<file path="src/rtl/register_file.sv">
// MIPS 32x32 register file: two combinational read ports, one write port committed on the clk edge, and r0 hardwired to zero.
// Latency: reads 0 cycles, writes visible the next cycle; no backpressure. `REGFILE_WRITE_BYPASS_EN adds same-cycle write-to-read forwarding.
module register_file #(
  parameter int DATA_W = 32,
  parameter int ADDR_W = 5
) (
  input  logic              clk,
  input  logic              rst,
  input  logic              RegWrite,
  input  logic [ADDR_W-1:0] WriteReg,
  input  logic [DATA_W-1:0] WriteData,
  input  logic [ADDR_W-1:0] ReadReg1,
  input  logic [ADDR_W-1:0] ReadReg2,
  output logic [DATA_W-1:0] ReadData1,
  output logic [DATA_W-1:0] ReadData2,
  output logic [31:0]       WriteCount
);

  localparam int DEPTH = 1 << ADDR_W;

  logic [DATA_W-1:0] regs [DEPTH];
  logic [31:0]       write_count;
  logic              wr_commit;
  logic [DATA_W-1:0] rd1_arr;
  logic [DATA_W-1:0] rd2_arr;

  // Writes that target r0 are dropped here, so they update neither the array nor the counter.
  assign wr_commit = RegWrite && (WriteReg != '0);

  always_ff @(posedge clk or posedge rst) begin
    if (rst) begin
      for (int i = 0; i < DEPTH; i++) begin
        regs[i] <= '0;
      end
      write_count <= '0;
    end else if (wr_commit) begin
      regs[WriteReg] <= WriteData;
      write_count    <= write_count + 32'd1;
    end
  end

  assign WriteCount = write_count;

  // r0 is forced to zero on the read side as well, so its value never depends on the array contents.
  assign rd1_arr = (ReadReg1 == '0) ? '0 : regs[ReadReg1];
  assign rd2_arr = (ReadReg2 == '0) ? '0 : regs[ReadReg2];

`ifdef REGFILE_WRITE_BYPASS_EN
  logic byp1;
  logic byp2;

  // Forwarding gives write-before-read ordering when write-back and decode happen in the same cycle.
  assign byp1 = wr_commit && !rst && (ReadReg1 == WriteReg);
  assign byp2 = wr_commit && !rst && (ReadReg2 == WriteReg);

  assign ReadData1 = byp1 ? WriteData : rd1_arr;
  assign ReadData2 = byp2 ? WriteData : rd2_arr;
`else
  assign ReadData1 = rd1_arr;
  assign ReadData2 = rd2_arr;
`endif

endmodule

</file>
<file path="config.mk">
export PLATFORM = sky130hd
export DESIGN_NAME = register_file
export DESIGN_NICKNAME = d
export VERILOG_FILES = /design/src/rtl/register_file.sv
export SDC_FILE = /design/constraint.sdc
export NUM_CORES = 2
export LEC_CHECK = 0
export CAP_MARGIN = 20
export CORE_MARGIN = 5
export CORE_UTILIZATION = 45
export CTS_CLUSTER_DIAMETER = 200
export DETAILED_ROUTE_END_ITERATION = 10
export GPL_ROUTABILITY_DRIVEN = 0
export GPL_TIMING_DRIVEN = 0
export MAX_ROUTING_LAYER = met4
export PLACE_DENSITY = 0.65
export SLEW_MARGIN = 0
export SYNTH_ARGS = -nofsm -noshare
export SYNTH_HDL_FRONTEND = slang
export SYNTH_SLANG_ARGS = --single-unit
</file>
<file path="constraint.sdc">
create_clock -name clk -period 110.4 [get_ports clk]
set_input_delay 16.56 -clock clk [delete_from_list [all_inputs] [get_ports clk]]
set_output_delay 16.56 -clock clk [all_outputs]
set_load 0.005 [all_outputs]
</file>
==> results.toml <==
[synthesis]
synth.distinct_cells = 45
synthFlopType = "dfrtp_1"
synth_top_cell_by_area = "dfrtp_1"
syn_inst = 3967
synth_top_area_share_pct = 46.9
syn-mean-instance-area_um2 = 14.2
synth_edf_count = 0
syn_nets = 4018
synthTopCellsByArea = "dfrtp_1 (47%), mux2_2 (22%), mux4_2 (14%)"
syn_area_um2 = 56300
ys_ff_latch = 1056
async_flop_share_pct = 100
seq_area_frac_synth_pct = 46.9
yosysWarnings = 0

[sta]
hold_violations = 0
setup_viol = 0
layout_min_cycle_time_ns = 37.76
rsz0062_at_grt = "false"
maxSlewViolCount = 0
finalSetupTns_ns = 0
min_period_over_period_pct = 34.2
worst_pin_slew_ns = 1.34
fin_skew_ns = 0.0159
whs_ns = 0.472
timing.fmax_ghz = 0.0265
maxSlewHeadroom_pct = 10.5

[critical_path]
reg2regPathDepth = 5
crit_path_end_kind = "output port"
worstPathRequired_ns = 93.84
crit_slowest_cell = "clkdlybuf4s50_1"
start_kind = "input pin"
worstPathCellList = "clkdlybuf4s50_1, clkbuf_1, nor2_1, nand2_1, clkbuf_1, o311a_1, clkdlybuf4s50_1"
path_max_fanout = 10
crit_type = "input pin to output port"
arrival_ns = 21.20
cpPeakStageDelay_ns = 0.89

[global_route]
track_usage_pct = 35.5
grt_max_degree = 123
grt_pass1_vias = 41000
grt-ovfl-total = 0
grt_pass1_wl_mm = 319
grt_antenna_before_repair = 16

[floorplan]
ios = 146
die_area_um2 = 132000
rows = 129
start_util_pct = 45.4
die_x_um = 364
core_um2 = 124000
die_y_um = 364

[outcome]
status = "completed"

[run]
drv_cap = 0

[clock_tree]
h-tree-depth = 3
cts_tree = "built"
holdBufCountCts = 0
clockBufferDepth = 3
clk_latency_ns = 0.72
cts.sinks = 1056
cts_setup_buffers = 0
post_cts_resized = 0
path_clk_slew_ns = 0.06
clockRootBuffer = "clkbuf_16"
cts_buffers = 116

[final_layout]
nets = 4327
synthToLayoutAreaGrowth_pct = 14.9
layout-drive-gt1-share_pct = 43.2
design_area_um2 = 64700

[routing]
vias_per_cell = 6.85
dr.pass1.iters = 8
wirelength_mm = 230
wl_per_cell_um = 38.3
route.detailed.drc = 0
ant_nets = 0
routed-via-count = 41300
drt-initial-drc-count = 5410

[worst_hold_path]
hold_path.class = "flop to flop"
holdPathStages = 1

[placement]
port_buffers = 139
placed_area_um2 = 60600
hpwl_mm = 161

[power_and_ir_drop]
p_leak_nw = 28.0
pwr_density_cell_nw_per_um2 = 18.3
irDropWorstVdd_mv = 0.0141
## synthesized netlist by cell type (4+ instances only)
cell type and n:
a211oi_1 52, a21oi_1 33, a22oi_1 102, and2_1 19, and3_1 8, buf_1 59
buf_2 118, buf_4 23, buf_6 8, clkbuf_1 237, dfrtp_1 1056, inv_1 5
mux2_2 1117, mux2i_1 236, mux4_2 361, nand2_1 57, nand3_1 17, nand3b_1 5
nand4_1 49, nor2_1 52, nor2b_1 70, nor3_1 49, nor3b_1 4, nor4_1 17
o21ai_0 32, o22a_1 32, o22ai_1 47, o311a_1 32, o32ai_1 14, xnor2_1 29
## registers in the layout, indices dropped and copies added (netlist names)
| name | count |
|---|---|
| WriteCount | 32 |
| regs | 1024 |
## logic make-up (layout without fill, tap and decap cells)
logic type / after synthesis / count (layout) / share of synthesized area (%)
XOR/XNOR: 31 / 31 / 0.482
adder cells (fa/ha/maj): 1 / 1 / 0.0222
flip-flops: 1056 / 1056 / 46.9
multiplexers: 1715 / 1715 / 41.0
AO/OA/AOI/OAI: 349 / 349 / 4.51
buffers and inverters: 451 / 850 / 3.53
AND/OR/NAND/NOR: 364 / 364 / 3.50
other: 0 / 17 / 0
## per-layer routing
metal | up-vias | global-route usage [%] | wire, um
li1 | 15800 | - | -
met3 | 952 | 14.5 | 30100
met1 | 21600 | 42.8 | 84200
met2 | 2935 | 50.0 | 98700
met5 | - | - | 0
met4 | 0 | 21.1 | 17300
## worst max-delay path, delay by kind of cell
family | cells | cell delay, ns
buf+inv | 4 | 3.11
simple gates | 2 | 0.98
compound gates | 1 | 0.52
## final timing paths
kind / start / to / slack [ns]
worst min register to register: WriteCount[31] / WriteCount[31] / 0.47
worst max-delay path: ReadReg1[3] / ReadData1[18] / 72.64
worst max register to register: WriteCount[2] / WriteCount[22] / 108.19
max in group asynchronous: rst / regs[555] / 92.14
min in group asynchronous: rst / WriteCount[17] / 16.32
worst min-delay path: WriteCount[31] / WriteCount[31] / 0.47
## power by group
group,internal [W],switching (W),total (W),leakage (nW)
combinational,0.000140,0.000113,0.000253,12.5
sequential,0.000459,0.0000589,0.000518,13.6
clock,0.000241,0.000169,0.000409,1.97
## area by class of cell
class / instances / area, um2
antenna: 17 / 42.5
fill: 10600 / 59300
tap: 1637 / 2050
buffer: 446 / 1980
timing repair buffer: 191 / 2310
clock inverter: 40 / 508
multi-input combinational: 2460 / 27900
clock buffer: 168 / 3450
inverter: 5 / 26.3
sequential: 1056 / 26400
## cells in the final DEF, fill, tap and decap left out, types with 33 or more instances in the layout
cell             Yosys  layout
buf_2              118     120
nand4_1             49      49
buf_8                0      35
a21oi_1             33      33
nor2_1              52      52
a211oi_1            52      52
buf_1               59      59
clkbuf_8             0      33
nor2b_1             70      70
o22ai_1             47      47
clkbuf_1           237     249
clkdlybuf4s50_1      0     139
mux2_2            1117    1117
nand2_1             57      57
a22oi_1            102     102
mux2i_1            236     236
mux4_2             361     361
dfrtp_1           1056    1056
clkbuf_16            0     117
nor3_1              49      49
## through the flow
step | power (W) | worst slack, ns | cells | utilization (%)
after floorplan | 0.000677 | 64.12 | 3967 | -
after global placement | 0.000757 | 51.13 | 5743 | 48.2
after detailed placement | 0.000768 | 73.08 | 5788 | 48.9
after CTS | 0.00117 | 73.07 | 5996 | 52.1
after global routing | 0.00122 | 72.88 | 6015 | 52.2
final | 0.00118 | 72.64 | 6020 | 52.2
Note: power is estimated with default switching activity, not from simulation.
